[config.mk]
export PLATFORM = sky130hd
export DESIGN_NAME = cpu_mem_stage_sequencer
export DESIGN_NICKNAME = d
export VERILOG_FILES = /design/src/rtl/cpu_pipeline_pkg.sv /design/src/rtl/cpu_stall_counter.sv /design/src/rtl/cpu_mem_stage_sequencer.sv
export SDC_FILE = /design/constraint.sdc
export NUM_CORES = 1
export LEC_CHECK = 0
export CAP_MARGIN = 5
export CORE_AREA = 3 3 152 154
export CTS_BUF_LIST = sky130_fd_sc_hd__clkbuf_4
export DETAILED_ROUTE_END_ITERATION = 7
export DIE_AREA = 0 0 155 157
export PLACE_DENSITY = 0.71
export SLEW_MARGIN = 25
export SYNTH_ARGS = -nofsm -noshare
export SYNTH_HDL_FRONTEND = slang
export SYNTH_SLANG_ARGS = --single-unit
[constraint.sdc]
create_clock -name clk -period 12.6 [get_ports clk]
set_input_delay 3.78 -clock clk [delete_from_list [all_inputs] [get_ports clk]]
set_output_delay 3.78 -clock clk [all_outputs]
set_load 0.005 [all_outputs]
[src/rtl/cpu_pipeline_pkg.sv]
// ---------------------------------------------------------------------------
// cpu_pipeline_pkg
// Types and helpers shared by the EX->MEM sequencer slice.
//   ex_mem_bundle_t : every field held between instruction accept and capture
//   seq_state_t     : sequencer FSM states
//   FSC_WORD_BIT    : fsc bit that selects a word access
//   fsc_is_byte()   : byte-access decode of the fsc field
// ---------------------------------------------------------------------------
package cpu_pipeline_pkg;

  localparam int FSC_WORD_BIT = 1;

  typedef struct packed {
    logic        mem_load_store;
    logic        inverse_op;
    logic [2:0]  fsc;
    logic [31:0] rs1;
    logic [31:0] rs2;
    logic [23:0] imm;
    logic [31:0] rd_data;
    logic [4:0]  rd_sel;
  } ex_mem_bundle_t;

  typedef enum logic [1:0] {
    ST_IDLE   = 2'd0,
    ST_ISSUE  = 2'd1,
    ST_WAIT   = 2'd2,
    ST_COMMIT = 2'd3
  } seq_state_t;

  // Byte access is encoded by fsc[0] low; only meaningful when the word bit
  // is clear.
  function automatic logic fsc_is_byte(input logic [2:0] fsc);
    return ~fsc[0];
  endfunction

endpackage

[src/rtl/cpu_stall_counter.sv]
// ---------------------------------------------------------------------------
// cpu_stall_counter
// Saturating up-counter with enable; sticks at all-ones.
//   clk, rst : clock, async active-high reset (count clears to 0)
//   en       : count this cycle
//   count    : current value
// ---------------------------------------------------------------------------
module cpu_stall_counter #(
  parameter int W = 16
) (
  input  logic         clk,
  input  logic         rst,
  input  logic         en,
  output logic [W-1:0] count
);

  always_ff @(posedge clk or posedge rst) begin
    if (rst) begin
      count <= '0;
    end else if (en && (count != {W{1'b1}})) begin
      count <= count + W'(1);
    end
  end

endmodule

[src/rtl/cpu_mem_stage_sequencer.sv]
// ---------------------------------------------------------------------------
// cpu_mem_stage_sequencer
// Pipeline register + handshake controller between EX and MEM. Accepts one
// instruction from EX, holds it, issues a one-cycle pl_instruction_valid to
// MEM, waits for pl_stage_complete, then offers the result to write-back
// with a valid/ready handshake. Counts MEM stall cycles.
//
// Ports:
//   clk, rst                : clock, async active-high reset
//   flush                   : kill in-flight instruction (no WB commit)
//   ex_valid / ex_ready     : EX handshake; ex_* instruction fields
//   mem_load_store .. register_select_in : held fields driven to MEM
//   pl_instruction_valid    : one-cycle issue pulse to MEM
//   pl_stage_complete, rd_data_out, register_select_out : MEM result
//   wb_valid / wb_ready     : WB handshake; wb_rd_data, wb_rd_sel, wb_write_en
//   wb_trap, wb_trap_addr   : misaligned-access trap report
//   stall_cycles            : saturating count of WAIT cycles
//
// Build option: define MEM_MISALIGN_TRAP_EN to enable the misaligned
// load/store check; without it wb_trap and wb_trap_addr are tied to 0.
//
// state  | meaning
// IDLE   | empty, ready for an instruction from EX
// ISSUE  | pl_instruction_valid high; MEM may complete in this cycle
// WAIT   | MEM busy; counting stall cycles
// COMMIT | result held for WB until wb_ready
// ---------------------------------------------------------------------------
module cpu_mem_stage_sequencer
  import cpu_pipeline_pkg::*;
#(
  parameter int STALL_CNT_W = 16
) (
  input  logic                   clk,
  input  logic                   rst,
  input  logic                   flush,

  input  logic                   ex_valid,
  output logic                   ex_ready,
  input  logic                   ex_mem_load_store,
  input  logic                   ex_inverse_op,
  input  logic [2:0]             ex_fsc,
  input  logic [31:0]            ex_rs1,
  input  logic [31:0]            ex_rs2,
  input  logic [23:0]            ex_imm,
  input  logic [31:0]            ex_rd_data,
  input  logic [4:0]             ex_rd_sel,

  output logic                   mem_load_store,
  output logic                   inverse_op,
  output logic [2:0]             finite_state_control,
  output logic [31:0]            rs1,
  output logic [31:0]            rs2,
  output logic [23:0]            imm,
  output logic [31:0]            rd_data_in,
  output logic [4:0]             register_select_in,
  output logic                   pl_instruction_valid,
  input  logic                   pl_stage_complete,
  input  logic [31:0]            rd_data_out,
  input  logic [4:0]             register_select_out,

  output logic                   wb_valid,
  input  logic                   wb_ready,
  output logic [31:0]            wb_rd_data,
  output logic [4:0]             wb_rd_sel,
  output logic                   wb_write_en,
  output logic                   wb_trap,
  output logic [31:0]            wb_trap_addr,

  output logic [STALL_CNT_W-1:0] stall_cycles
);

  seq_state_t     state, state_n;
  ex_mem_bundle_t hold, hold_n;
  logic           killed, killed_n;
  logic           ld_hold;
  logic           cap;
  logic           trap_n;
  logic           we_n;

  logic [31:0]    wb_rd_data_q;
  logic [4:0]     wb_rd_sel_q;
  logic           wb_write_en_q;

  // ---------------------------------------------------------------------
  // Instruction bundle formed at accept
  // ---------------------------------------------------------------------
`ifdef MEM_MISALIGN_TRAP_EN
  logic [31:0] acc_addr;
  logic        acc_word, acc_byte, acc_half, acc_misaligned;
  logic        hold_trap;
  logic [31:0] hold_addr;
  logic        wb_trap_q;
  logic [31:0] wb_trap_addr_q;

  always_comb begin
    acc_addr       = ex_rs1 + {8'b0, ex_imm};
    acc_word       = ex_fsc[FSC_WORD_BIT];
    acc_byte       = !acc_word && fsc_is_byte(ex_fsc);
    acc_half       = !acc_word && !acc_byte;
    acc_misaligned = ex_mem_load_store &&
                     ((acc_word && (acc_addr[1:0] != 2'b00)) ||
                      (acc_half && acc_addr[0]));
  end
`endif

  always_comb begin
    hold_n.mem_load_store = ex_mem_load_store;
    hold_n.inverse_op     = ex_inverse_op;
    hold_n.fsc            = ex_fsc;
    hold_n.rs1            = ex_rs1;
    hold_n.rs2            = ex_rs2;
    hold_n.imm            = ex_imm;
    hold_n.rd_data        = ex_rd_data;
    hold_n.rd_sel         = ex_rd_sel;
`ifdef MEM_MISALIGN_TRAP_EN
    // A trapping access must not reach the cache; MEM treats it as a
    // pass-through op and completes in ISSUE.
    if (acc_misaligned) hold_n.mem_load_store = 1'b0;
`endif
  end

  // ---------------------------------------------------------------------
  // FSM
  // ---------------------------------------------------------------------
  always_ff @(posedge clk or posedge rst) begin
    if (rst) begin
      state  <= ST_IDLE;
      killed <= 1'b0;
    end else begin
      state  <= state_n;
      killed <= killed_n;
    end
  end

  always_comb begin
    ex_ready = !flush &&
               ((state == ST_IDLE) || ((state == ST_COMMIT) && wb_ready));
  end

  always_comb begin
    state_n  = state;
    killed_n = killed;
    ld_hold  = 1'b0;
    cap      = 1'b0;
    case (state)
      ST_IDLE: begin
        if (ex_valid && ex_ready) begin
          ld_hold = 1'b1;
          state_n = ST_ISSUE;
        end
      end
      ST_ISSUE, ST_WAIT: begin
        // The cache access cannot be aborted, so a flush only marks the
        // instruction dead; completion is still awaited.
        if (flush) killed_n = 1'b1;
        if (pl_stage_complete) begin
          if (killed || flush) begin
            state_n = ST_IDLE;
          end else begin
            cap     = 1'b1;
            state_n = ST_COMMIT;
          end
        end else begin
          state_n = ST_WAIT;
        end
      end
      ST_COMMIT: begin
        if (flush) begin
          state_n = ST_IDLE;
        end else if (wb_ready) begin
          if (ex_valid) begin
            ld_hold = 1'b1;
            state_n = ST_ISSUE;
          end else begin
            state_n = ST_IDLE;
          end
        end
      end
      default: state_n = ST_IDLE;
    endcase
    if (ld_hold) killed_n = 1'b0;
  end

  assign pl_instruction_valid = (state == ST_ISSUE);
  // Gated by flush so WB never sees a valid in the cycle it is killed.
  assign wb_valid             = (state == ST_COMMIT) && !flush;

  // ---------------------------------------------------------------------
  // Hold registers and result capture
  // ---------------------------------------------------------------------
  always_ff @(posedge clk or posedge rst) begin
    if (rst) begin
      hold <= '0;
    end else if (ld_hold) begin
      hold <= hold_n;
    end
  end

`ifdef MEM_MISALIGN_TRAP_EN
  assign trap_n = hold_trap;
`else
  assign trap_n = 1'b0;
`endif

  // Write enable is resolved at capture, since a back-to-back accept
  // overwrites the hold registers while the result is still in WB.
  assign we_n = (register_select_out != 5'd0) &&
                !(hold.mem_load_store && hold.inverse_op) && !trap_n;

  always_ff @(posedge clk or posedge rst) begin
    if (rst) begin
      wb_rd_data_q  <= '0;
      wb_rd_sel_q   <= '0;
      wb_write_en_q <= 1'b0;
    end else if (cap) begin
      wb_rd_data_q  <= rd_data_out;
      wb_rd_sel_q   <= register_select_out;
      wb_write_en_q <= we_n;
    end
  end

`ifdef MEM_MISALIGN_TRAP_EN
  always_ff @(posedge clk or posedge rst) begin
    if (rst) begin
      hold_trap      <= 1'b0;
      hold_addr      <= '0;
      wb_trap_q      <= 1'b0;
      wb_trap_addr_q <= '0;
    end else begin
      if (ld_hold) begin
        hold_trap <= acc_misaligned;
        hold_addr <= acc_addr;
      end
      if (cap) begin
        wb_trap_q      <= hold_trap;
        wb_trap_addr_q <= hold_trap ? hold_addr : 32'd0;
      end
    end
  end

  assign wb_trap      = wb_trap_q;
  assign wb_trap_addr = wb_trap_addr_q;
`else
  assign wb_trap      = 1'b0;
  assign wb_trap_addr = 32'd0;
`endif

  assign wb_rd_data  = wb_rd_data_q;
  assign wb_rd_sel   = wb_rd_sel_q;
  assign wb_write_en = wb_write_en_q;

  assign mem_load_store       = hold.mem_load_store;
  assign inverse_op           = hold.inverse_op;
  assign finite_state_control = hold.fsc;
  assign rs1                  = hold.rs1;
  assign rs2                  = hold.rs2;
  assign imm                  = hold.imm;
  assign rd_data_in           = hold.rd_data;
  assign register_select_in   = hold.rd_sel;

  // ---------------------------------------------------------------------
  // Stall monitor
  // ---------------------------------------------------------------------
  cpu_stall_counter #(
    .W (STALL_CNT_W)
  ) u_stall_counter (
    .clk   (clk),
    .rst   (rst),
    .en    (state == ST_WAIT),
    .count (stall_cycles)
  );

endmodule

* Word level (Yosys, flattened, before mapping)
Cells that the tools add are included.
W data, S select, Z words.
** Storage, ports and cells
- Output and inout port bits :: 220
- Flip-flop bits (word level) :: 187
- Word-level logic and storage cells :: 57
- Input bits :: 173
** Operators by class
- Add/sub/neg operators :: 1
- Reductions and logical operators :: 18
- Eq/ne operators :: 6
- Multiplexer cells :: 18
** Operators by type and width (number)
- $add A16 B1 Y16 const B :: 1
- $ne A16 B16 Y1 const B :: 1
- $mux W1 :: 11
- $mux W2 :: 5
- $logic_and A1 B1 Y1 :: 7
- $pmux W2 S3 :: 1
- $reduce_bool A5 Y1 :: 1
- $eq A2 B2 Y1 const B :: 2
- $reduce_and A2 Y1 :: 2
- $reduce_bool A2 Y1 :: 2
- $ne A3 B3 Y1 const B :: 1
- $eq A2 B1 Y1 const B :: 1
- $logic_not A1 Y1 :: 2
- $logic_not A2 Y1 :: 1
- $logic_or A1 B1 Y1 :: 2
- $ne A2 B1 Y1 const B :: 1
- $pmux W1 S2 :: 1
- $reduce_or A2 Y1 :: 1

* Longest topological paths before layout
- Word-level depth :: 9
- Gate-level depth with buffers :: 8
- Depth with buffers taken out :: 6

* By module
Synthesis repeated with hierarchy kept, for this count alone.
** Unflattened totals
- Cell total of the unflattened synthesis :: 490
- Area total of the unflattened synthesis :: 7586.0 um2
** Modules (own cells, without submodules)
- cpu_mem_stage_sequencer :: sequential area each 4279.1 um2, times used 1, cells an instance 419, area an instance 6780.3 um2
- cpu_stall_counter :: sequential area each 400.4 um2, times used 1, cells an instance 71, area an instance 805.8 um2

* Worst setup path before layout
OpenSTA, ideal clock, no wires.
- Kind :: input port to output port
- Start point :: in wb_ready
- End point :: out ex_ready
- Data required time :: 8.820 ns
- Stages on the path :: 2
- Buffers on the path :: 0
- Setup slack :: 4.785 ns
- Data arrival time :: 4.035 ns
- Path through :: a21oi_1 nor2_1
** Between the ends
- Word-level cells in the longest chain between the ends :: 3
** Ends and longest elaborated chain
- from (decl) :: line cpu_mem_stage_sequencer.sv:62 : input logic wb_ready,
- $logic_and A1 B1 Y1 :: line cpu_mem_stage_sequencer.sv:137 : ((state == ST_IDLE) || ((state == ST_COMMIT) && wb_ready));
- $logic_or A1 B1 Y1 :: line cpu_mem_stage_sequencer.sv:137
- $logic_and A1 B1 Y1 :: line cpu_mem_stage_sequencer.sv:136 : ex_ready = !flush &&
- to (decl) :: line cpu_mem_stage_sequencer.sv:38 : output logic ex_ready,
Every way passes these cells.

* Worst setup path in the final report
- Start point :: in flush
- End point :: out wb_valid
** Between the ends
- Word-level cells in the longest chain between the ends :: 2
** Ends and longest elaborated chain
- from (decl) :: line cpu_mem_stage_sequencer.sv:35 : input logic flush,
- $logic_not A1 Y1 :: line cpu_mem_stage_sequencer.sv:186 : assign wb_valid = (state == ST_COMMIT) && !flush;
- $logic_and A1 B1 Y1 :: line cpu_mem_stage_sequencer.sv:186
- to (decl) :: line cpu_mem_stage_sequencer.sv:61 : output logic wb_valid,
Every way passes these cells.

==> reports/qor_table.md <==
| Metric | Value |
|:---|:---|
| Arrival time at the worst endpoint | 5190 ps |
| Worst vdd rail ir drop | 0.118 mV |
| Sequential share of power | 40.8% |
| Vias per cell | 4.56 |
| Cell with the largest stage delay on the worst path | sky130_fd_sc_hd__clkdlybuf4s50_1 |
| Placed Instances | 1124 |
| Number of global-route vias before repair | 5447 |
| Fraction of layout cells with a size suffix above 1 | 23.9% |
| First DRT Iteration DRCs | 180 |
| Setup Viol. Count Final | 0 |
| Cells on worst reg2reg path | 6 |
| Top-area cell type share of the netlist area | 61.8% |
| Post-Synthesis Cell Area | 7570 um^2 |
| Starting utilization of the core area | 34.7% |
| Sequential cell area fraction in the yosys report | 61.8% |
| Gr usage total | 16.4% |
| Cell seen most often among critical-path stages | sky130_fd_sc_hd__clkdlybuf4s50_1 |
| Crit Path Category | in2out |
| Area growth from synthesis to final layout | 54.5% |
| Routability Congestion | 0.799 |
| Clock tree from TritonCTS | done |
| Static leakage power | 4.93 nW |
| Die height | 157 um |
| Number of clock sinks | 187 |
| Aggregate negative setup slack | 0 ps |
| Highest Clock Rate | 0.111 GHz |
| Number of distinct standard cells referenced by the synthesized netlist | 38 |
| Final min period | 8970 ps |
| Hold-fix buffers, CTS | 0 |
| Post-CTS setup buffer count | 0 |
| Post-synthesis average cell area | 15.1 um^2 |
| Clock Tree Root | sky130_fd_sc_hd__clkbuf_4 |
| Area enclosed by the die boundary | 24300 um^2 |
| Total power consumption of the routed design | 2.52 mW |
| Wire length after detailed routing | 20500 um |
| PwrDens | 215 nW/um^2 |
| Crit. End Element | primary output |
| DRT antenna net count | 0 |
| Type of the most critical hold path | reg2reg |
| Largest driver fanout on the critical path | 6 |
| Hold-critical path depth | 1 |
| Clock network fraction of total power | 16.4% |
| Wire length per cell | 17.7 um |
| Number of max-cap violations | 0 |
| Number of rows in the core area | 54 |
| Count of cells resized by post-cts repair | 0 |
| Biggest area consumer among synthesized cells | sky130_fd_sc_hd__dfrtp_1 |
| Warnings from Yosys | 0 |
| Residual DRC | 0 |
| Die width | 155 um |
| Number of search-and-repair iterations in the first detailed-routing pass | 4 |
| First-pass GRT wire length | 31000 um |
| Net switching power | 0.692 mW |
| Area occupied by multi-input gates | 2640 um^2 |
| FF+latch count, synth | 187 |
| Gr ovfl total | 0 |
| Clock-pin transition on the worst setup and hold timing paths | 150 ps |
| Top-level port count | 393 |
| Total via count after detailed routing | 5264 |
| Rel. slew slack | 39.0% |
| Maximum number of pins on one net before global-route repair | 81 |
| Clock insertion delay at the later pin of the skew report | 540 ps |
| Critical path cell sequence | clkdlybuf4s50_1 > nor2b_1 > clkdlybuf4s50_1 |
| Final count of hold timing violations | 0 |
| Core area | 21800 um^2 |
| Setup clock skew after layout | 22.9 ps |
| Port bufs | 359 |
| Top area cells in the synthesized netlist | sky130_fd_sc_hd__dfrtp_1 (62%), sky130_fd_sc_hd__mux2_2 (24%), sky130_fd_sc_hd__buf_4 (4.2%), sky130_fd_sc_hd__mux2_1 (1.2%), sky130_fd_sc_hd__ha_1 (0.99%) |
| Seq. cell area | 4680 um^2 |
| Internal Pwr Total | 1.83 mW |
| Total number of H-tree levels | 4 |
| Net Sw Frac | 27.5% |
| Number of nets in the layout | 1042 |
| Least-Margin Pin Slew | 914 ps |
| Critical Path Start Type | input pin |
| Run status | complete, no violations |
| CP required | 8820 ps |
| Unrepaired setup endpoints after global routing | no |
| Maximum clock path buffer count | 2 |
| Cell count after synthesis | 500 |
| Reg2reg setup slack | 9610 ps |
| Detail Placement HPWL | 15500 um |
| Period utilization | 71.2% |
| CP peak stage delay | 580 ps |
| Final Max Tran Viols | 0 |
| FILL cells | 1880 |
| Proportion of power drawn by combinational gates | 42.8% |
| Count of placed standard cells in the final layout, fillers left out | 1155 |
| Initial antenna violation count | 1 |
| Clock buffers created by TritonCTS | 17 |
==> Yosys cell counts, drive strengths merged <==
| cell type | n |
|---|---|
| a21oi | 5 |
| a22oi | 2 |
| a31oi | 3 |
| a41oi | 1 |
| and2 | 1 |
| and2b | 1 |
| and3 | 2 |
| and4 | 1 |
| and4b | 1 |
| buf | 51 |
| clkbuf | 1 |
| conb | 1 |
| dfrtp | 187 |
| ha | 6 |
| inv | 5 |
| mux2 | 172 |
| nand2 | 6 |
| nand2b | 1 |
| nand3 | 10 |
| nand4 | 6 |
| nor2 | 13 |
| nor2b | 1 |
| nor3 | 6 |
| nor4 | 2 |
| o211ai | 1 |
| o21a | 1 |
| o21ai | 3 |
| o311ai | 1 |
| or2 | 1 |
| or2b | 1 |
| xnor2 | 3 |
| xor2 | 4 |
==> kinds of logic (layout without fill, tap and decap cells) <==
logic type | count (synthesis) | count (layout) | share of synthesized area, %
AO/OA/AOI/OAI | 17 | 17 | 1.40
XOR/XNOR | 7 | 7 | 0.809
adder cells (fa/ha/maj) | 6 | 6 | 0.991
buffers and inverters | 57 | 399 | 5.07
flip-flops | 187 | 187 | 61.8
multiplexers | 172 | 172 | 25.6
other | 1 | 34 | 0.0495
AND/OR/NAND/NOR | 53 | 53 | 4.33
==> stage by stage <==
step	cell area (um^2)	util [%]	setup slack (ps)	hold WS (ps)
2_1_floorplan	7690	-	3730	483
3_3_place_gp	11300	51.9	3620	468
3_5_place_dp	11300	51.9	3610	478
4_1_cts	11700	53.6	3590	513
5_1_grt	11700	53.6	3560	522
6_report	11700	53.6	3630	508
==> layout make-up <==
class | instances | share of cell area, %
diodes | 1 | 0.0214
clock buffers | 18 | 1.15
clock inverters | 12 | 2.00
inverters | 5 | 0.203
multi-input cells | 288 | 22.6
flip-flops and latches | 187 | 40.0
well taps | 280 | 2.99
repair buffers | 364 | 31.1
==> per-layer routing <==
metal  share of wire [%]  vias to the layer above  wire length (um)  GRT usage [%]
met5                   0                        -                 0              0
met4                 1.2                        0               236           4.67
met3                 9.4                       13              1920           6.13
met2                  50                      249             10200           28.2
met1                  40                     2577              8140           19.4
li1                    -                     2425                 -              -
==> power by group through the flow <==
stage	registers, mW	logic (mW)	clock network [mW]
CTS	1.03	1.10	0.430
floorplan	1.05	0.360	0
detailed placement	1.04	1.10	0
global route	1.07	1.15	0.453
finish	1.03	1.08	0.414
global placement	1.03	1.08	0
==> registers in the layout (all words and copies together), names as in the netlist <==
| register | cells |
|---|---|
| rd_data_in | 32 |
| rs1 | 32 |
| rs2 | 32 |
| wb_rd_data | 32 |
| imm | 24 |
| u_stall_counter.count | 16 |
| register_select_in | 5 |
| wb_rd_sel | 5 |
| finite_state_control | 3 |
| state | 2 |
| inverse_op | 1 |
| killed | 1 |
| mem_load_store | 1 |
| wb_write_en | 1 |
==> critical path, delay by kind of cell <==
kind / cells / cell delay [ps]
AND/OR/NAND/NOR: 1 / 320
buffers and inverters: 2 / 1100
==> path summary, 6_finish.rpt <==
kind                                                              to                         startpoint
worst min-delay path               register_select_in[0]$_DFFE_PP0P_  register_select_in[0]$_DFFE_PP0P_
max in group asynchronous       u_stall_counter.count[2]$_DFFE_PP0P_                                rst
min in group asynchronous        finite_state_control[1]$_DFFE_PP0P_                                rst
worst max register to register                   imm[10]$_DFFE_PP0P_               state[0]$_DFFE_PP0P_
worst min register to register     register_select_in[0]$_DFFE_PP0P_  register_select_in[0]$_DFFE_PP0P_
worst max-delay path                                        wb_valid                              flush
==> cells in the final DEF, fill, tap and decap left out, drive strengths merged, types with 3 or more instances in the layout <==
master / n
a31oi: 3
nor3: 6
clkbuf: 18
nor2: 13
bufinv: 6
inv: 9
a21oi: 5
dfrtp: 187
conb: 33
mux2: 172
nand2: 6
clkdlybuf4s50: 359
xnor2: 3
nand4: 6
ha: 6
nand3: 10
buf: 5
xor2: 4
o21ai: 3
No activity file was read; power rests on OpenSTA's default activity.
